**config.mk**
```make
export PLATFORM = sky130hd
export DESIGN_NAME = tl_ul_client_master
export DESIGN_NICKNAME = d
export VERILOG_FILES = /design/src/rtl/tl_ul_client_master.sv
export SDC_FILE = /design/constraint.sdc
export NUM_CORES = 1
export LEC_CHECK = 0
export BUFFER_PORTS_ARGS = -buffer_cell sky130_fd_sc_hd__buf_2
export CAP_MARGIN = 5
export CELL_PAD_IN_SITES_DETAIL_PLACEMENT = 0
export CELL_PAD_IN_SITES_GLOBAL_PLACEMENT = 1
export CORE_AREA = 8 8 138 140
export DETAILED_ROUTE_END_ITERATION = 8
export DIE_AREA = 0 0 146 148
export PLACE_DENSITY = 0.65
export SKIP_LAST_GASP = 1
export SLEW_MARGIN = 10
export SYNTH_ARGS = -nofsm -noshare
export SYNTH_HDL_FRONTEND = slang
export SYNTH_SLANG_ARGS = --single-unit
```
**constraint.sdc**
```tcl
create_clock -name clock -period 3.8 [get_ports clock]
set_input_delay 0.38 -clock clock [delete_from_list [all_inputs] [get_ports clock]]
set_output_delay 0.38 -clock clock [all_outputs]
set_load 0.01 [all_outputs]
```
**src/rtl/tl_ul_client_master.sv**
```systemverilog
`default_nettype none
// ============================================================================
// Module   : tl_ul_client_master
// Purpose  : TileLink-UL client. Converts a simple command/response interface
//            into channel A requests (Get / PutFullData / PutPartialData) and
//            returns channel D responses. Up to MAX_OUTSTANDING transactions
//            are in flight, tracked by source ID. Responses may be out of order.
// Options  : TL_MASTER_TIMEOUT_EN adds a per-slot response watchdog that
//            drives timeout_err. Without the macro, timeout_err is tied low.
// Revision : 1.0 - initial release
// ============================================================================
module tl_ul_client_master #(
  parameter int ADDR_W          = 14,
  parameter int DATA_W          = 32,
  parameter int SRC_W           = 5,
  parameter int MAX_OUTSTANDING = 4,
  parameter int TIMEOUT         = 1024
) (
  input  logic                clock,
  input  logic                reset,
  // command interface
  input  logic                cmd_valid,
  output logic                cmd_ready,
  input  logic                cmd_write,
  input  logic [ADDR_W-1:0]   cmd_addr,
  input  logic [3:0]          cmd_size,
  input  logic [DATA_W/8-1:0] cmd_mask,
  input  logic [DATA_W-1:0]   cmd_wdata,
  // response interface
  output logic                rsp_valid,
  input  logic                rsp_ready,
  output logic [SRC_W-1:0]    rsp_id,
  output logic                rsp_write,
  output logic [DATA_W-1:0]   rsp_rdata,
  output logic                rsp_error,
  // TL channel A
  output logic                a_valid,
  input  logic                a_ready,
  output logic [2:0]          a_opcode,
  output logic [2:0]          a_param,
  output logic [3:0]          a_size,
  output logic [SRC_W-1:0]    a_source,
  output logic [ADDR_W-1:0]   a_address,
  output logic [DATA_W/8-1:0] a_mask,
  output logic [DATA_W-1:0]   a_data,
  output logic                a_corrupt,
  // TL channel D
  input  logic                d_valid,
  output logic                d_ready,
  input  logic [2:0]          d_opcode,
  input  logic [1:0]          d_param,
  input  logic [3:0]          d_size,
  input  logic [SRC_W-1:0]    d_source,
  input  logic                d_sink,
  input  logic                d_denied,
  input  logic [DATA_W-1:0]   d_data,
  input  logic                d_corrupt,
  // status
  output logic                busy,
  output logic                proto_err,
  output logic                timeout_err
);

  localparam int          c_MASK_W       = DATA_W / 8;
  localparam logic [3:0]  c_FULL_SIZE    = 4'($clog2(c_MASK_W));
  localparam logic [2:0]  c_OP_GET       = 3'd4;
  localparam logic [2:0]  c_OP_PUT_FULL  = 3'd0;
  localparam logic [2:0]  c_OP_PUT_PART  = 3'd1;
  localparam logic [2:0]  c_OP_ACK       = 3'd0;

  logic [MAX_OUTSTANDING-1:0] r_slot_busy;
  logic [MAX_OUTSTANDING-1:0] w_alloc;
  logic [MAX_OUTSTANDING-1:0] w_release;
  logic                       w_free_any;
  logic [SRC_W-1:0]           w_free_idx;
  logic                       w_d_hit;
  logic                       w_cmd_fire;
  logic                       w_d_fire;
  logic                       w_unused_d;

  // Sideband D fields carry nothing this client needs.
  assign w_unused_d = ^{d_param, d_sink, d_size};

  assign cmd_ready  = (!a_valid || a_ready) && w_free_any;
  assign w_cmd_fire = cmd_valid && cmd_ready;
  assign d_ready    = !rsp_valid || rsp_ready;
  assign w_d_fire   = d_valid && d_ready;
  assign busy       = a_valid || (|r_slot_busy);
  assign a_param    = 3'd0;
  assign a_corrupt  = 1'b0;

  // Lowest free slot index becomes the source ID of the next command.
  always_comb begin
    w_free_any = 1'b0;
    w_free_idx = '0;
    for (int i = MAX_OUTSTANDING - 1; i >= 0; i--) begin
      if (!r_slot_busy[i]) begin
        w_free_any = 1'b1;
        w_free_idx = SRC_W'(i);
      end
    end
  end

  // One-hot allocate (from the pre-edge free vector) and release masks.
  always_comb begin
    w_alloc   = '0;
    w_release = '0;
    w_d_hit   = 1'b0;
    for (int i = 0; i < MAX_OUTSTANDING; i++) begin
      w_alloc[i] = w_cmd_fire && (w_free_idx == SRC_W'(i));
      if ((d_source == SRC_W'(i)) && r_slot_busy[i]) begin
        w_d_hit      = 1'b1;
        w_release[i] = w_d_fire;
      end
    end
  end

  // Slot occupancy: allocate and release never target the same slot.
  always_ff @(posedge clock or posedge reset) begin
    if (reset) r_slot_busy <= '0;
    else       r_slot_busy <= (r_slot_busy & ~w_release) | w_alloc;
  end

  // Channel A holding register: load on command fire, drop on acceptance.
  always_ff @(posedge clock or posedge reset) begin
    if (reset) begin
      a_valid   <= 1'b0;
      a_opcode  <= 3'd0;
      a_size    <= 4'd0;
      a_source  <= '0;
      a_address <= '0;
      a_mask    <= '0;
      a_data    <= '0;
    end else if (w_cmd_fire) begin
      a_valid   <= 1'b1;
      if (!cmd_write)
        a_opcode <= c_OP_GET;
      else if ((&cmd_mask) && (cmd_size == c_FULL_SIZE))
        a_opcode <= c_OP_PUT_FULL;
      else
        a_opcode <= c_OP_PUT_PART;
      a_size    <= cmd_size;
      a_source  <= w_free_idx;
      a_address <= cmd_addr;
      a_mask    <= cmd_mask;
      a_data    <= cmd_write ? cmd_wdata : '0;
    end else if (a_ready) begin
      a_valid   <= 1'b0;
    end
  end

  // Single-entry response register loaded by a D beat for an allocated slot.
  always_ff @(posedge clock or posedge reset) begin
    if (reset) begin
      rsp_valid <= 1'b0;
      rsp_id    <= '0;
      rsp_write <= 1'b0;
      rsp_rdata <= '0;
      rsp_error <= 1'b0;
    end else if (w_d_fire && w_d_hit) begin
      rsp_valid <= 1'b1;
      rsp_id    <= d_source;
      rsp_write <= (d_opcode == c_OP_ACK);
      rsp_rdata <= d_data;
      rsp_error <= d_denied || d_corrupt;
    end else if (rsp_ready) begin
      rsp_valid <= 1'b0;
    end
  end

  // Sticky flag for D beats whose source has no transaction in flight.
  always_ff @(posedge clock or posedge reset) begin
    if (reset)                    proto_err <= 1'b0;
    else if (w_d_fire && !w_d_hit) proto_err <= 1'b1;
  end

`ifdef TL_MASTER_TIMEOUT_EN
  localparam int c_CNT_W = $clog2(TIMEOUT + 1);
  logic [MAX_OUTSTANDING-1:0] w_expire;

  for (genvar gi = 0; gi < MAX_OUTSTANDING; gi++) begin : g_slot_timer
    logic [c_CNT_W-1:0] r_cnt;
    // Age of the slot's transaction, saturating at TIMEOUT.
    always_ff @(posedge clock or posedge reset) begin
      if (reset)
        r_cnt <= '0;
      else if (w_alloc[gi])
        r_cnt <= '0;
      else if (r_slot_busy[gi] && (r_cnt != c_CNT_W'(TIMEOUT)))
        r_cnt <= r_cnt + 1'b1;
    end
    // Flag rises on the edge where the age reaches TIMEOUT.
    assign w_expire[gi] = r_slot_busy[gi] && (r_cnt == c_CNT_W'(TIMEOUT - 1));
  end

  // Sticky watchdog flag; the expired slot stays busy.
  always_ff @(posedge clock or posedge reset) begin
    if (reset)           timeout_err <= 1'b0;
    else if (|w_expire)  timeout_err <= 1'b1;
  end
`else
  assign timeout_err = 1'b0;
`endif

endmodule
`default_nettype wire

```
# Word level (Yosys, flattened, before mapping)
# Cells that the tools add are included.
[word_totals]
word_cells = 75
ff_bits = 108
[classes]
bitwise = 3
eq_ne = 7
muxes = 23
n_reduce_logical = 28
[ops]
columns = ["operator", "n"]
rows = [
  ["$mux 32", 1],
  ["$eq 5x2->1 const B", 4],
  ["$mux 1", 17],
  ["$mux 5", 3],
  ["$logic_and 1x1->1", 14],
  ["$eq 5x1->1 const B", 2],
  ["$logic_not 5->1", 2],
  ["$and 4x4->4", 1],
  ["$eq 4x2->1 const B", 1],
  ["$logic_or 1x1->1", 4],
  ["$not 4->4", 1],
  ["$or 4x4->4", 1],
  ["$reduce_and 4->1", 1],
  ["$reduce_bool 2->1", 2],
  ["$reduce_or 4->1", 1],
  ["$logic_not 1->1", 3],
  ["$logic_not 3->1", 1],
  ["$mux 3", 1],
  ["$mux 2", 1],
]

# Longest topological paths before layout
# Gate-level depths: netlist of run 1.
[depth]
depth_word = 8
ltp_mapped = 7
mapped_depth_nobuf = 4

# Worst setup path before layout of run 1
# No wires, ideal clock.
[synth_timing]
path_type = "input -> register"
start = "input port d_source[3]"
end = "register rsp_id[0]"
path_slack_ns = 2.025
required_ns = 3.675
arrival_ns = 1.650
cell_stages = 5
cell_sequence = "nor3_1 > and4_1 > o41ai_4 > buf_6 > mux2_2"
[synth_via]
elab_chain_cells = 7
elab_cells_between_ends = 13
cone_classes = "eq/ne: 3; mux: 4; reduce/logical: 6"
[synth_lines]
columns = ["item", "line_no", "text"]
rows = [
  ["start, declared", "53", "input logic [SRC_W-1:0] d_source,"],
  ["$logic_not 5->1", "111", "if ((d_source == SRC_W'(i)) && r_slot_busy[i]) begin"],
  ["$logic_and 1x1->1", "111", ""],
  ["$mux 1 (3 in a row)", "111", ""],
  ["$mux 1 (*)", "111", ""],
  ["$logic_and 1x1->1 (*)", "160", "end else if (w_d_fire && w_d_hit) begin"],
  ["end signal, assigned", "162", "rsp_id <= d_source;"],
  ["end, declared", "32", "output logic [SRC_W-1:0] rsp_id,"],
]
# Mark *: on every way between the ends. The rest lies on a longest branch, timed or not.
# A chain may end at the register's enable or synchronous reset.

# Worst setup path after layout of run 1
[layout_timing]
start = "register r_slot_busy[3]"
end = "register rsp_rdata[7]"
[layout_via]
elab_chain_cells = 3
[layout_lines]
columns = ["item", "line_no", "text"]
rows = [
  ["start, declared", "71", "logic [MAX_OUTSTANDING-1:0] r_slot_busy;"],
  ["start signal, assigned", "121", "else r_slot_busy <= (r_slot_busy & ~w_release) | w_alloc;"],
  ["$logic_and 1x1->1", "111", ""],
  ["$mux 1", "111", ""],
  ["$logic_and 1x1->1", "160", ""],
  ["end signal, assigned", "164", "rsp_rdata <= d_data;"],
  ["end, declared", "34", "output logic [DATA_W-1:0] rsp_rdata,"],
]
# Every way passes these cells.

==> impl_metrics.ini, run 1 <==
[pwr]
ir_drop_mv = 0.259
power.density_nw_per_um2 = 761
p_leak_nw = 3.07

[floorplanning]
ios = 222
dieArea_um2 = 21600
die_w_um = 146
core_um2 = 16900
start_util = 0.244
die_h_um = 148
rows = 48

[routing]
wl_per_cell_um = 15.2
remaining_drc_errors = 0
num_vias = 3314
drt-initial-drc-count = 102
ant_nets = 0
finalWirelength_um = 12100
vias_per_cell = 4.17
dr.pass1.iters = 4

[clocking]
cts_sinks = 104
post_cts_buffers = 0
cts_tree = yes
path_clk_slew_ns = 0.07
cts_buffers = 9
cts-root-buf = clkbuf_16
post_cts_resized = 0
clk_latency_ns = 0.35
clk_path_buf_depth = 2
cts_htree_levels = 3
cts_hold_buf = 0

[grt]
grt_antenna_before_repair = 0
grt_overflow = 0
grt_pass1_vias = 3762
grt_pass1_wl_um = 19900
grt_max_degree = 39
track_usage = 0.114

[timing]
worstMarginPinSlew_ns = 0.819
period_minus_slack_ns = 2.28
max-slew-margin-rel = 0.452
finalSetupTns_ns = 0
whs_ns = 0.0613
max_freq_mhz = 438
rsz0062_at_grt = no
hold_viol_final = 0
slew_viol_final = 0
setup_violations = 0
fin_crit_sh = 0.601
final.setup_skew_ns = 0.00813

[yosys]
synth_simple_gate_area_share = 0.180
syn_avg_cell_area_um2 = 11.3
synth_top_family_by_area = simple AND/OR/NAND/NOR gates
yosysSeqAreaShare = 0.629
syn_area_um2 = 4140
synth-seq-cells = 104
synthCells = 365
synthXorXnorAreaFrac = 0
synthMuxAreaShare = 0.119
synth_compound_area_frac = 0.0254
synth_fa_ha_area_frac = 0
ys_warn_count = 0
yosysUniqueCellTypes = 32

[flow_run]
maxCapViolCount = 0

[cells_and_area]
fillers = 1761
multi_input_area_um2 = 1380
regArea_um2 = 2600
final_common_cell = buf_2
layout_common_cells = buf_2, nand2_1, dfrtp_1, mux2_2, nand3_1
syn2layout_area_growth_pct = 36.0
layout.nets = 674
drive_gt1_frac = 0.472

[placed_design]
hpwl_um = 9150
numPortBuffers = 205
gp_congestion = 0.727

[min_path]
hp-class = in -> async

[setup_path]
ff2ff_setup_slack_ns = 1.52
r2r-end = rsp_rdata[7]$_DFFE_PP0P_
worstPathMaxFanout = 30
worstSetupStartpointType = flip-flop
crit_type = reg -> reg
rr_worst_depth = 4
r2r_start = r_slot_busy[3]$_DFF_PP0_
crit_arrival_ns = 2.51
endpoint_kind = flip-flop
worstPathRequired_ns = 4.03

[outcome]
status = complete, no violations
[cells by family after synthesis]
group / count (synthesis)
AOI/OAI and AO/OA: 14
muxes: 44
buffers and inverters: 33
and+or+nand+nor: 169
DFF: 104
other: 1
[per-layer routing]
layer	track usage	share of wire
met5	0	0
met4	0.0340	0.010
met3	0.0578	0.10
met2	0.185	0.46
met1	0.130	0.43
[worst max-delay path by stage]
stage | to | from | cells past startpoint
floorplan | a_address[0]$_DFFE_PP0P_ | reset | 1
global placement | rsp_rdata[9]$_DFFE_PP0P_ | d_source[0] | 6
detailed placement | rsp_rdata[9]$_DFFE_PP0P_ | d_source[2] | 6
CTS | rsp_rdata[9]$_DFFE_PP0P_ | r_slot_busy[3]$_DFF_PP0_ | 4
global route | rsp_rdata[7]$_DFFE_PP0P_ | r_slot_busy[0]$_DFF_PP0_ | 4
finish | rsp_rdata[7]$_DFFE_PP0P_ | r_slot_busy[3]$_DFF_PP0_ | 4
[worst max-delay path, stage by stage (launching register included)]
cell     delay (ns)
dfrtp_1        0.43
and4_1         0.27
o41ai_4        0.81
buf_12         0.27
mux2_2         0.36
[report_power, final]
group          switching [mW]  internal (mW)  total, mW
registers               0.243           1.58       1.82
logic                   0.915          0.682       1.60
clock network           0.404          0.461      0.866
[cell type report]
class                   count  area share
repair buffers            210       0.191
diodes                      1    0.000444
multi-input cells         236       0.246
clock inverters             4     0.00533
flip-flops and latches    104       0.462
clock buffers              11      0.0431
well taps                 225      0.0500
inverters                   3     0.00244
[Yosys cell counts]
cell type | instances | share of area
and3b_1 | 1 | 0.0021
o41ai_4 | 1 | 0.0066
mux2i_1 | 1 | 0.0024
mux2_1 | 3 | 0.0082
a21oi_1 | 5 | 0.0060
o21ai_0 | 4 | 0.0048
buf_4 | 9 | 0.016
nand2b_1 | 2 | 0.0030
and2_1 | 4 | 0.0060
nand3_1 | 34 | 0.041
nor3_1 | 2 | 0.0024
and3_1 | 3 | 0.0045
a41oi_1 | 1 | 0.0021
a21o_1 | 2 | 0.0036
nand2_1 | 113 | 0.10
and4_1 | 1 | 0.0021
a2bb2oi_1 | 1 | 0.0021
clkbuf_1 | 6 | 0.0054
buf_1 | 8 | 0.0073
or4bb_1 | 1 | 0.0027
and2_0 | 1 | 0.0015
nand4_1 | 1 | 0.0015
inv_1 | 3 | 0.0027
buf_2 | 3 | 0.0036
nor4_1 | 3 | 0.0045
buf_6 | 4 | 0.011
nor2_1 | 1 | 0.00091
mux2_2 | 40 | 0.11
dfrtp_1 | 104 | 0.63
nand4b_1 | 1 | 0.0021
and4b_1 | 1 | 0.0024
conb_1 | 1 | 0.00091
[flip-flops by register name, indices dropped and copies added (netlist names)]
signal,cells
a_mask,4
r_slot_busy,4
rsp_write,1
rsp_rdata,32
rsp_error,1
proto_err,1
a_size,4
a_opcode,2
a_source,2
a_valid,1
rsp_valid,1
a_data,32
rsp_id,5
a_address,14
[metrics by stage]
stage / area [um2] / total power [mW] / utilization / cells / setup slack, ns
global placement: 5360 / 3.44 / 0.316 / 778 / 1.43
finish: 5630 / 4.28 / 0.333 / 794 / 1.52
CTS: 5630 / 4.39 / 0.332 / 793 / 1.50
global route: 5630 / 4.64 / 0.332 / 793 / 1.38
floorplan: 4170 / 2.72 / - / 373 / 0.688
detailed placement: 5360 / 3.50 / 0.316 / 778 / 1.40
Note: power is estimated with default switching activity, not from simulation.
==> run 2: changes to the inputs <==
Settings changed: PLACE_DENSITY 0.65 to 0.67.
Clock period 3.8 ns to 1.84 ns, I/O delays scaled along.
==> run 2 against run 1 <==
Clock power up 110%; combinational power up 110%; sequential cell count unchanged; non-clock buffer count up 11; routed wire length down 0.99%; fmax up 28%; first-iteration DRC count down 25%; hold slack worse by 0.038 ns; largest cell class unchanged; largest power group unchanged.
==> impl_metrics.ini, run 2 (same netlist as run 1, synthesis figures left out) <==
[outcome]
status = complete, no violations

[cells_and_area]
final_common_cell = buf_2
fillers = 1756
diodes = 0
multi_input_area_um2 = 1380
syn2layout_area_growth_pct = 39.1
layout_common_cells = buf_2, nand2_1, dfrtp_1, mux2_2, nand3_1
layout.nets = 685
drive_gt1_frac = 0.478
regArea_um2 = 2600
top_regs = a_data x32, rsp_rdata x32, a_address x14

[setup_path]
crit_arrival_ns = 2.02
endpoint_kind = flip-flop
worstPathRequired_ns = 2.07
worstSetupStartpointType = flip-flop
crit_type = reg -> reg
worstPathMaxFanout = 30

[grt]
grt_overflow = 0
grt_antenna_before_repair = 0
grt_pass1_vias = 3800
track_usage = 0.113
grt_pass1_wl_um = 19700
grt_max_degree = 51

[timing]
finalSetupTns_ns = 0
fin_crit_sh = 0.972
max-slew-margin-rel = 0.591
final.setup_skew_ns = 0.0105
setup_violations = 0
whs_ns = 0.0229
worstMarginPinSlew_ns = 0.613
rsz0062_at_grt = no
max_freq_mhz = 559
period_minus_slack_ns = 1.79
slew_viol_final = 0
hold_viol_final = 0

[clocking]
clk_path_buf_depth = 2
cts_tree = yes
cts_sinks = 104
cts_buffers = 9
path_clk_slew_ns = 0.07
cts-root-buf = clkbuf_16
cts_htree_levels = 3
clk_latency_ns = 0.35

[pwr]
power.density_nw_per_um2 = 1570
p_leak_nw = 3.13
ir_drop_mv = 0.581

[placed_design]
gp_congestion = 0.769
hpwl_um = 9320
numPortBuffers = 205

[routing]
dr.pass1.iters = 4
num_vias = 3412
wl_per_cell_um = 14.9
vias_per_cell = 4.25
finalWirelength_um = 12000
remaining_drc_errors = 0
drt-initial-drc-count = 77
ant_nets = 0

[flow_run]
maxCapViolCount = 0

[floorplanning]
core_um2 = 16900
start_util = 0.244
die_h_um = 148
rows = 48
die_w_um = 146
ios = 222
dieArea_um2 = 21600

[min_path]
hp-class = in -> reg
==> run 2: cell count changes in the layout (fill, tap and decap cells not counted) <==
| cell | delta |
|---|---|
| inv_4 | -1 |
| buf_4 | +7 |
| diode_2 | -1 |
| dlygate4sd3_1 | +1 |
| clkinv_4 | -1 |
| bufinv_16 | +1 |
| clkbuf_8 | -1 |
| clkinvlp_4 | +2 |
| clkbuf_1 | +1 |
| buf_12 | +3 |
| clkinv_2 | -1 |
| inv_6 | -1 |
==> run 2: per-stage QoR <==
step	cell area [um2]	power [mW]	cells	setup slack, ns	utilization
6_report	5760	9.02	803	0.0506	0.340
5_1_grt	5760	9.74	803	0.00456	0.340
4_1_cts	5760	9.24	803	0.0366	0.340
3_5_place_dp	5470	7.33	788	0.0210	0.323
3_3_place_gp	5470	7.21	788	0.0687	0.323
2_1_floorplan	4170	5.62	373	0.0912	-
==> run 2: area by class of cell <==
cell class	count	share of cell area
clock buffers	11	0.0404
flip-flops and latches	104	0.452
multi-input cells	236	0.240
repair buffers	221	0.208
clock inverters	3	0.00782
inverters	3	0.00261
well taps	225	0.0489
==> run 2: power by group <==
part	internal [mW]	switching, mW
logic	1.52	1.92
registers	3.27	0.471
clock network	1.04	0.805
==> run 2: worst paths after layout <==
path | slack (ns) | to | cells past startpoint | from
worst min register to register | 0.46 | a_data[26]$_DFFE_PP0P_ | 2 | a_data[26]$_DFFE_PP0P_
worst max register to register | 0.05 | rsp_rdata[23]$_DFFE_PP0P_ | 4 | r_slot_busy[3]$_DFF_PP0_
worst max-delay path | 0.05 | rsp_rdata[23]$_DFFE_PP0P_ | 4 | r_slot_busy[3]$_DFF_PP0_
min in group asynchronous | 0.45 | rsp_rdata[26]$_DFFE_PP0P_ | 3 | reset
worst min-delay path | 0.02 | a_address[0]$_DFFE_PP0P_ | 3 | cmd_addr[0]
max in group asynchronous | 0.79 | a_data[30]$_DFFE_PP0P_ | 4 | reset
==> run 2: metal layers <==
metal | vias to the layer above | share of wire | global-route usage
met5 | - | 0 | 0
met4 | 0 | 0.026 | 0.0562
met3 | 19 | 0.10 | 0.0517
met2 | 155 | 0.46 | 0.181
met1 | 1633 | 0.41 | 0.127
li1 | 1605 | - | -
==> run 2: repair_timing <==
item	in CTS	in global routing
hold endpoints to repair	20	0
hold buffers	1	0
buffers inserted	0	0
resized for setup	0	0
==> run 2: worst max-delay path, stage by stage (launching register included) <==
cell     delay [ns]
dfrtp_1        0.38
and4_1         0.24
o41ai_4        0.44
buf_12         0.24
mux2_2         0.36
